$ cat src/rtl/pattern_seq_pkg.sv
// Shared types and default sizing for the pattern sequencer.
package pattern_seq_pkg;

  localparam int unsigned DEF_BUFFER_SIZE  = 32;
  localparam int unsigned DEF_BUFFER_WIDTH = 6;
  localparam int unsigned DEF_NUM_BUFFERS  = 8;
  localparam int unsigned BUF_IDX_W        = 3;
  localparam int unsigned LOOP_CNT_W       = 8;

  typedef enum logic [1:0] {
    IDLE  = 2'd0,
    RUN   = 2'd1,
    SWAP  = 2'd2,
    WRITE = 2'd3
  } seq_state_t;

  // Saturating increment for the wrap counter
  function automatic logic [LOOP_CNT_W-1:0] sat_inc(input logic [LOOP_CNT_W-1:0] v);
    return (v == '1) ? v : v + LOOP_CNT_W'(1);
  endfunction

endpackage

$ cat src/rtl/field_write_arbiter.sv
// Write-grant decision and target-field decode for the pattern sequencer.
module field_write_arbiter
  import pattern_seq_pkg::*;
#(
  parameter int unsigned BUFFER_SIZE = DEF_BUFFER_SIZE
) (
  input  logic                           wr_req,
  input  logic [$clog2(BUFFER_SIZE)-1:0] wr_idx,
  input  seq_state_t                     state,
  input  logic                           start,
  input  logic                           stop,
  input  logic                           step,
  input  logic                           stalled,
  output logic                           grant_c,
  output logic                           field_write_c,
  output logic [BUFFER_SIZE-1:0]         fieldwp_c
);

  // Grant only on a quiet IDLE/RUN cycle: stop, start and any step (live or stalled) win
  always_comb begin
    grant_c = 1'b0;
    if (wr_req && !stop && !step) begin
      grant_c = ((state == IDLE) && !start) || ((state == RUN) && !stalled);
    end
  end

  // Decode the target field; an out-of-range index decodes to no field at all
  always_comb begin
    field_write_c = (32'(wr_idx) < BUFFER_SIZE);
    fieldwp_c     = '0;
    for (int i = 0; i < BUFFER_SIZE; i++) begin
      fieldwp_c[i] = field_write_c && (32'(wr_idx) == 32'(i));
    end
  end

endmodule

$ cat src/rtl/pattern_sequencer.sv
// Pattern buffer playback sequencer: one-hot field pointer, buffer swap at wrap,
// single-cycle field writes. Optional wrap counter enabled by SEQ_LOOP_COUNT_EN.
module pattern_sequencer
  import pattern_seq_pkg::*;
#(
  parameter int unsigned BUFFER_SIZE  = DEF_BUFFER_SIZE,
  parameter int unsigned BUFFER_WIDTH = DEF_BUFFER_WIDTH,
  parameter int unsigned NUM_BUFFERS  = DEF_NUM_BUFFERS
) (
  input  logic                           clk,
  input  logic                           rst,
  input  logic                           start,
  input  logic                           stop,
  input  logic                           step,
  input  logic                           next_buf_valid,
  input  logic [BUF_IDX_W-1:0]           next_buf,
  input  logic                           wr_req,
  input  logic [BUF_IDX_W-1:0]           wr_buf,
  input  logic [$clog2(BUFFER_SIZE)-1:0] wr_idx,
  input  logic [BUFFER_WIDTH-1:0]        wr_data,
  output logic                           wr_ack,
  output logic [BUF_IDX_W-1:0]           bufp,
  output logic [BUF_IDX_W-1:0]           buffer_select,
  output logic [BUFFER_SIZE-1:0]         fieldp,
  output logic [BUFFER_SIZE-1:0]         fieldwp,
  output logic [BUFFER_WIDTH-1:0]        field_in,
  output logic                           field_write,
  output logic                           running,
  output logic                           wrap,
  output logic [LOOP_CNT_W-1:0]          loop_count
);

  seq_state_t             state;
  seq_state_t             prior;
  logic                   pend_valid;
  logic [BUF_IDX_W-1:0]   pend_buf;
  logic                   stalled;
  logic                   step_now_c;
  logic                   nb_ok_c;
  logic                   grant_c;
  logic                   fw_c;
  logic [BUFFER_SIZE-1:0] fwp_c;

  assign step_now_c = step | stalled;
  assign nb_ok_c    = (32'(next_buf) < NUM_BUFFERS);

  field_write_arbiter #(
    .BUFFER_SIZE (BUFFER_SIZE)
  ) u_arb (
    .wr_req        (wr_req),
    .wr_idx        (wr_idx),
    .state         (state),
    .start         (start),
    .stop          (stop),
    .step          (step),
    .stalled       (stalled),
    .grant_c       (grant_c),
    .field_write_c (fw_c),
    .fieldwp_c     (fwp_c)
  );

  // Playback FSM: pointer rotation, wrap/swap, write cycle, stop handling
  always_ff @(posedge clk or posedge rst) begin
    if (rst) begin
      state         <= IDLE;
      prior         <= IDLE;
      bufp          <= '0;
      buffer_select <= '0;
      fieldp        <= BUFFER_SIZE'(1);
      fieldwp       <= '0;
      field_in      <= '0;
      field_write   <= 1'b0;
      wr_ack        <= 1'b0;
      wrap          <= 1'b0;
      running       <= 1'b0;
      pend_valid    <= 1'b0;
      pend_buf      <= '0;
      stalled       <= 1'b0;
    end else begin
      wrap        <= 1'b0;
      wr_ack      <= 1'b0;
      field_write <= 1'b0;
      fieldwp     <= '0;

      case (state)
        IDLE: begin
          if (!stop && start) begin
            state   <= RUN;
            running <= 1'b1;
            fieldp  <= BUFFER_SIZE'(1);
          end
        end
        RUN: begin
          if (stop) begin
            state   <= IDLE;
            running <= 1'b0;
            stalled <= 1'b0;
          end else if (step_now_c) begin
            // a live step arriving while a stalled one drains becomes the new stalled step
            fieldp  <= {fieldp[BUFFER_SIZE-2:0], fieldp[BUFFER_SIZE-1]};
            stalled <= stalled & step;
            if (fieldp[BUFFER_SIZE-1]) begin
              wrap <= 1'b1;
              if (pend_valid) state <= SWAP;
            end
          end
        end
        SWAP: begin
          if (stop) begin
            state   <= IDLE;
            running <= 1'b0;
            stalled <= 1'b0;
          end else begin
            bufp       <= pend_buf;
            pend_valid <= 1'b0;
            state      <= RUN;
            if (step) stalled <= 1'b1;
          end
        end
        WRITE: begin
          if (stop) begin
            state   <= IDLE;
            running <= 1'b0;
            stalled <= 1'b0;
          end else begin
            state <= prior;
            if (step && (prior == RUN)) stalled <= 1'b1;
          end
        end
        default: state <= IDLE;
      endcase

      // grant_c already excludes stop, start and step cycles, so nothing above conflicts
      if (grant_c) begin
        state         <= WRITE;
        prior         <= state;
        wr_ack        <= 1'b1;
        field_write   <= fw_c;
        fieldwp       <= fwp_c;
        buffer_select <= wr_buf;
        field_in      <= wr_data;
      end

      // a new request overrides both an older one and the clear done in SWAP
      if (next_buf_valid && nb_ok_c) begin
        pend_valid <= 1'b1;
        pend_buf   <= next_buf;
      end
    end
  end

`ifdef SEQ_LOOP_COUNT_EN
  logic wrap_ev_c;
  logic start_ev_c;

  assign wrap_ev_c  = (state == RUN) && !stop && step_now_c && fieldp[BUFFER_SIZE-1];
  assign start_ev_c = (state == IDLE) && start && !stop;

  // Wrap counter: cleared by an accepted start, saturates at all-ones
  always_ff @(posedge clk or posedge rst) begin
    if (rst)             loop_count <= '0;
    else if (start_ev_c) loop_count <= '0;
    else if (wrap_ev_c)  loop_count <= sat_inc(loop_count);
  end
`else
  assign loop_count = '0;
`endif

endmodule

$ cat config.mk
export PLATFORM = sky130hd
export DESIGN_NAME = pattern_sequencer
export DESIGN_NICKNAME = d
export VERILOG_FILES = /design/src/rtl/pattern_seq_pkg.sv /design/src/rtl/field_write_arbiter.sv /design/src/rtl/pattern_sequencer.sv
export SDC_FILE = /design/constraint.sdc
export NUM_CORES = 1
export LEC_CHECK = 0
export CORE_MARGIN = 4
export CORE_UTILIZATION = 50
export CTS_BUF_LIST = sky130_fd_sc_hd__clkbuf_16
export DETAILED_ROUTE_END_ITERATION = 8
export DONT_BUFFER_PORTS = 1
export PLACE_DENSITY = 0.66
export SYNTH_ARGS = -nofsm -noshare
export SYNTH_HDL_FRONTEND = slang
export SYNTH_SLANG_ARGS = --single-unit
$ cat constraint.sdc
create_clock -name clk -period 4.3 [get_ports clk]
set_input_delay 0.86 -clock clk [delete_from_list [all_inputs] [get_ports clk]]
set_output_delay 0.86 -clock clk [all_outputs]
set_load 0.005 [all_outputs]
==> results of run 1 <==
## logic make-up (layout without fill, tap and decap cells)
kind of cell,Yosys count,count (layout),share of synthesized area
AO/OA/AOI/OAI,12,12,0.0302
buffers and inverters,57,57,0.0788
flip-flops,88,88,0.625
multiplexers,49,49,0.145
other,1,8,0.00106
AND/OR/NAND/NOR,95,95,0.120
## registers in the layout, indices dropped and copies added (netlist names), 2 cells and up
| signal | cells |
|---|---|
| fieldp | 32 |
| bufp | 3 |
| fieldwp | 32 |
| buffer_select | 3 |
| field_in | 6 |
| pend_buf | 3 |
| prior | 2 |
| state | 2 |
## how the worst min path moves through the flow
stage                            start                       to  depth (start not counted)
2_1_floorplan  pend_buf[0]$_DFFE_PP0P_  pend_buf[0]$_DFFE_PP0P_                          1
3_3_place_gp   pend_buf[0]$_DFFE_PP0P_      bufp[0]$_DFFE_PP0P_                          1
3_5_place_dp   pend_buf[1]$_DFFE_PP0P_  pend_buf[1]$_DFFE_PP0P_                          1
4_1_cts        pend_buf[1]$_DFFE_PP0P_  pend_buf[1]$_DFFE_PP0P_                          1
5_1_grt        pend_buf[0]$_DFFE_PP0P_  pend_buf[0]$_DFFE_PP0P_                          1
6_report       pend_buf[1]$_DFFE_PP0P_  pend_buf[1]$_DFFE_PP0P_                          1
## worst register-to-register path, delay by kind of cell, from the launching register on
family | cells | cell delay (ns)
DFF | 1 | 0.58
muxes | 2 | 0.90
and+or+nand+nor | 1 | 0.52
## cell usage after synthesis, types with 2 or more instances
| library cell | n | area (um^2) |
|---|---|---|
| clkbuf_1 | 4 | 15.0 |
| a21oi_1 | 2 | 10.0 |
| mux2_1 | 2 | 22.5 |
| inv_1 | 37 | 139 |
| dfrtp_1 | 87 | 2180 |
| mux2_2 | 15 | 169 |
| nand4b_1 | 2 | 17.5 |
| nand3_1 | 8 | 40.0 |
| mux2i_1 | 32 | 320 |
| nand4_1 | 2 | 12.5 |
| nand2_1 | 36 | 135 |
| buf_6 | 3 | 33.8 |
| nor2_1 | 35 | 131 |
| nor2b_1 | 7 | 43.8 |
| buf_2 | 3 | 15.0 |
| buf_4 | 10 | 75.1 |
| o211ai_1 | 2 | 15.0 |
## cells in the final DEF, fill, tap and decap left out, drive strengths merged
| cell type | instances |
|---|---|
| a21oi | 2 |
| nor4 | 1 |
| dfrtp | 87 |
| o31a | 1 |
| nand3 | 8 |
| nor2 | 36 |
| o32ai | 1 |
| nor2b | 7 |
| nand4b | 2 |
| o21ai | 1 |
| nand4 | 2 |
| clkbuf | 9 |
| o211ai | 2 |
| nand2b | 1 |
| o311ai | 1 |
| conb | 8 |
| dfstp | 1 |
| clkinvlp | 2 |
| o21bai | 1 |
| mux2 | 17 |
| nor3 | 1 |
| clkinv | 2 |
| inv | 40 |
| nand2 | 36 |
| buf | 4 |
| o22ai | 1 |
| o2bb2ai | 1 |
| and2 | 1 |
| a2111oi | 1 |
| mux2i | 32 |
## stage by stage
stage,std cells,power [W],area (um^2),worst slack [ns],util
6_report,405,0.00194,3840,2.18,0.562
5_1_grt,405,0.00204,3840,1.90,0.562
4_1_cts,405,0.00198,3840,2.13,0.562
3_5_place_dp,389,0.00127,3570,1.96,0.522
3_3_place_gp,389,0.00125,3570,2.04,0.522
2_1_floorplan,309,0.00122,3550,1.16,-
## metal layers
metal,GRT usage,up-vias
met5,0,-
met4,0.0631,0
met3,0.0681,6
met2,0.256,63
met1,0.212,1008
li1,-,953
## power groups by stage
| stage | sequential (W) | clock [W] | combinational, W |
|---|---|---|---|
| finish | 0.00101 | 0.000701 | 0.000235 |
| global route | 0.00102 | 0.000759 | 0.000264 |
| CTS | 0.00101 | 0.000729 | 0.000240 |
| detailed placement | 0.00103 | 0 | 0.000239 |
| global placement | 0.00102 | 0 | 0.000232 |
| floorplan | 0.000987 | 0 | 0.000230 |
## area by class of cell
cell class	instances	area, um^2
fillers	588	2990
flip-flops and latches	88	2200
multi-input cells	164	1070
clock buffers	9	225
inverters	37	140
well taps	96	120
clock inverters	7	48.8
repair buffers	4	30.0
==> out/results.tsv, run 1 <==
stage	metric	value	unit
critical_path	critical-path-top-delay-family	multiplexers	
synthesis	synth-seq-cells	88	
die	num_io_pins	112	
die	start_util	0.516	
clocking	cts_resized	0	
synthesis	synth_cells	302	
worst_hold_path	hold_class	register to register	
final_layout	nNetsFinal	328	
grt	overflow	0	
route	via_per_inst	5.01	
sta	finalSetupTns	0	ns
sta	fin_crit_sh	0.493	
synthesis	synth_area_per_cell	11.7	um^2
placement	dpl.hpwl	4680	um
synthesis	synth_edf_count	0	
run_status	outcome	finished clean	
critical_path	r2r_cells	3	
clocking	cts_buffers	9	
sta	post-route-min-period	2.12	ns
clocking	clock_latency	0.33	ns
critical_path	reg2reg_setup_slack	2.18	ns
route	m1WireLength	2690	um
synthesis	netlist_area	3520	um^2
grt	antenna_found_initial	0	
power_and_ir_drop	power_switching_share	0.268	
critical_path	r2r_end	field_in[3]$_DFFE_PP0P_	
sta	fmax	0.471	GHz
critical_path	r2r-start	state[0]$_DFFE_PP0P_	
synthesis	synthFlopType	dfrtp_1	
run	drv_cap	0	
sta	finalHoldWorstSlack	0.504	ns
route	wirelength	6670	um
final_layout	area_growth	8.95	%
power_and_ir_drop	ir_drop	0.283	mV
grt	track_usage	0.166	
die	die_area	8460	um^2
critical_path	end_kind	register	
critical_path	cp_max_fo	14	
critical_path	path_cells	mux2i_1, nand3_1, mux2_1	
route	top_layer	met4	
grt	grt_max_degree	62	
route	first_iter_violations	84	
clocking	h-tree-depth	3	
placement	io_buffers	0	
power_and_ir_drop	p_sw	0.000521	W
synthesis	synthArstFlopShare	1.00	
route	drtAntennaViolNets	0	
power_and_ir_drop	p_int	0.00142	W
clocking	clkTransAtPathRegs	0.06	ns
clocking	cts_tree	built	
placement	routabilityCongestion	0.786	
die	die-height	92.0	um
route	wl_met2	3310	um
critical_path	crit_buf_inv	0	
critical_path	cp_data_required_time	4.51	ns
critical_path	crit_path_start_kind	register	
sta	setup_viol	0	
clocking	post-cts-setup-buffers	0	
critical_path	slowest_delay	0.58	ns
route	drc	0	
clocking	hold_buffers	0	
die	core-area	6830	um^2
sta	slew_violations	0	
sta	max_slew_margin	0.321	
sta	rsz0062_at_grt	no	
clocking	clock-root-buffer	clkbuf_16	
power_and_ir_drop	power_density	506	nW/um^2
power_and_ir_drop	combPwrFrac	0.121	
clocking	clock_path_buffers	2	
sta	fin_skew	0.00815	ns
final_layout	drive_above_1_share	0.126	
critical_path	arrival	2.33	ns
route	first_pass_iters	4	
grt	grt_pass1_vias	2097	
power_and_ir_drop	p_clk_frac	0.361	
die	die_w	92.0	um
synthesis	synthDistinctLibCells	32	
critical_path	crit_start	state[0]$_DFFE_PP0P_	
critical_path	crit_cells	3	
power_and_ir_drop	leakage	1.72	nW
sta	finalHoldViolations	0	
sta	worst_pin_slew	1.02	ns
critical_path	path_class	register to register	
route	wire_per_inst	16.5	um
final_layout	num_antenna_cells	0	
critical_path	slowest_stage	dfrtp_1	
synthesis	ys_warn_count	0	
grt	grt_pass1_wl	10900	um
route	vias	2030	
die	rows	30	
power_and_ir_drop	seqPwrFrac	0.518	
route	wl_met3	593	um
critical_path	endpoint	field_in[3]$_DFFE_PP0P_	
synthesis	yosysSeqAreaShare	0.625	
clocking	clock_sinks	88	
Note: power is estimated with default switching activity, not from simulation.
==> inputs of run 2 (changes only) <==
- PLACE_DENSITY: 0.66 -> 0.69
- clock period: 4.3 -> 1.7 ns (I/O delays scaled with it)
==> out/results.tsv, run 2 (same netlist as run 1, synthesis figures left out) <==
stage	metric	value	unit
run_status	outcome	finished clean	
grt	met3_usage	0.0714	
critical_path	crit_path_start_kind	register	
clocking	h-tree-depth	3	
placement	placed_cells	396	
clocking	clock_latency	0.33	ns
die	num_io_pins	112	
critical_path	r2r_end	field_in[3]$_DFFE_PP0P_	
route	drc	0	
sta	finalSetupTns	0	ns
grt	track_usage	0.167	
critical_path	path_class	register to register	
final_layout	num_antenna_cells	0	
grt	grt_util_met2	0.254	
sta	setup_viol	0	
final_layout	reg_top3	fieldp: 32 flops, fieldwp: 32 flops, field_in: 6 flops	
power_and_ir_drop	power_density	1290	nW/um^2
sta	fin_skew	0.00713	ns
power_and_ir_drop	p_sw	0.00139	W
final_layout	finalNonFillerCells	413	
route	wirelength	6700	um
critical_path	critical-path-top-delay-family	flip-flops	
power_and_ir_drop	p_clk_frac	0.367	
grt	globalRoute.busiestLayer	met2	
run	drv_cap	0	
critical_path	arrival	1.78	ns
clocking	clkTransAtPathRegs	0.07	ns
power_and_ir_drop	power_switching_share	0.274	
die	rows	30	
route	first_pass_iters	4	
final_layout	layout_commonest_cell	dfrtp_1	
power_and_ir_drop	combPwrFrac	0.135	
route	vias	2082	
final_layout	nNetsFinal	336	
sta	post-route-min-period	1.58	ns
critical_path	cp_max_fo	10	
route	wire_per_inst	16.2	um
final_layout	area_growth	11.8	%
critical_path	end_kind	register	
grt	grt_max_degree	48	
route	via_per_inst	5.04	
final_layout	final_area	3940	um^2
grt	grt_pass1_vias	2075	
sta	worst_pin_slew	0.595	ns
critical_path	path_cells	nor3_4, nand3_1, buf_4, mux2_1	
placement	placed_area	3650	um^2
final_layout	final.fill_count	579	
clocking	clock_sinks	88	
placement	io_buffers	0	
clocking	cts_buffers	9	
sta	finalHoldViolations	0	
final_layout	layout_common_cells	87 x dfrtp_1, 36 x nand2_1, 36 x inv_1, 35 x nor2_1, 32 x mux2i_1	
die	die_w	92.0	um
grt	grt_pass1_wl	10900	um
critical_path	reg2reg_setup_slack	0.12	ns
sta	slew_violations	0	
sta	rsz0062_at_grt	no	
clocking	cts_tree	built	
sta	fin_crit_sh	0.927	
die	die_area	8460	um^2
sta	max_slew_margin	0.603	
die	die-height	92.0	um
clocking	cts_resized	0	
route	first_iter_violations	65	
clocking	clock-root-buffer	clkbuf_16	
critical_path	crit_buf_inv	1	
critical_path	slowest_stage	dfrtp_1	
placement	dpl.hpwl	4780	um
die	start_util	0.516	
final_layout	drive_above_1_share	0.155	
placement	routabilityCongestion	0.789	
critical_path	r2r-start	state[1]$_DFFE_PP0P_	
critical_path	cp_data_required_time	1.91	ns
die	core-area	6830	um^2
grt	use_met1	0.205	
power_and_ir_drop	leakage	1.77	nW
grt	overflow	0	
clocking	clock_path_buffers	2	
power_and_ir_drop	p_int	0.00369	W
grt	antenna_found_initial	0	
worst_hold_path	hold_class	primary input to async pin	
power_and_ir_drop	ir_drop	0.749	mV
route	drtAntennaViolNets	0	
sta	fmax	0.635	GHz
power_and_ir_drop	seqPwrFrac	0.498	
critical_path	slowest_delay	0.47	ns
critical_path	r2r_cells	4	
run 2: cell types whose count changed in the layout (fill, tap and decap cells not counted):
| cell | change |
|---|---|
| buf_4 | +6 |
| buf_12 | +2 |
| inv_1 | -2 |
| clkinv_2 | -1 |
| clkinv_4 | +1 |
| inv_6 | +1 |
| inv_8 | +1 |
run 2: worst max path at each step:
stage                                    start                      end  cells past startpoint
after floorplan           state[1]$_DFFE_PP0P_  field_in[0]$_DFFE_PP0P_                      5
after global placement    state[0]$_DFFE_PP0P_    fieldp[1]$_DFFE_PP0P_                      4
after detailed placement  state[0]$_DFFE_PP0P_   fieldp[19]$_DFFE_PP0P_                      4
after CTS                 state[0]$_DFFE_PP0P_    fieldp[9]$_DFFE_PP0P_                      4
after global routing      state[0]$_DFFE_PP0P_    fieldwp[14]$_DFF_PP0_                      4
final                     state[1]$_DFFE_PP0P_  field_in[3]$_DFFE_PP0P_                      4
run 2: stage by stage:
stage	setup slack, ns	total power [W]	util	hold WS (ns)
finish	0.124	0.00507	0.577	0.0316
global route	0.00686	0.00535	0.577	0.0618
CTS	0.0631	0.00516	0.576	0.0342
detailed placement	0.0750	0.00327	0.534	0.393
global placement	0.131	0.00325	0.534	0.388
floorplan	0.121	0.00308	-	0.454
run 2: worst reg2reg max path, delay by kind of cell (launching register included):
| family | cells | cell delay (ns) |
|---|---|---|
| buffers and inverters | 1 | 0.20 |
| flip-flops | 1 | 0.47 |
| AND/OR/NAND/NOR | 2 | 0.46 |
| multiplexers | 1 | 0.32 |
run 2: power groups by stage:
| stage | clock network, W | logic, W | registers (W) |
|---|---|---|---|
| final | 0.00186 | 0.000684 | 0.00253 |
| after floorplan | 0 | 0.000582 | 0.00250 |
| after CTS | 0.00192 | 0.000697 | 0.00254 |
| after global placement | 0 | 0.000676 | 0.00257 |
| after detailed placement | 0 | 0.000696 | 0.00258 |
| after global routing | 0.00203 | 0.000758 | 0.00256 |
run 2: per-layer routing:
metal,wire (um),part of all wire
met1,2770,0.41
met2,3240,0.48
met3,596,0.089
met4,97,0.014
met5,0,0
run 2: layout make-up:
type / count / area [um^2] / area share
flip-flops and latches: 88 / 2200 / 0.559
multi-input cells: 164 / 1070 / 0.272
clock buffers: 9 / 225 / 0.0571
inverters: 37 / 143 / 0.0362
well taps: 96 / 120 / 0.0305
repair buffers: 12 / 115 / 0.0292
clock inverters: 7 / 62.6 / 0.0159
run 2: what timing repair did:
item                                    CTS  global route
setup buffers                             0             1
hold buffers                              0             0
endpoints found under the setup margin    0             6
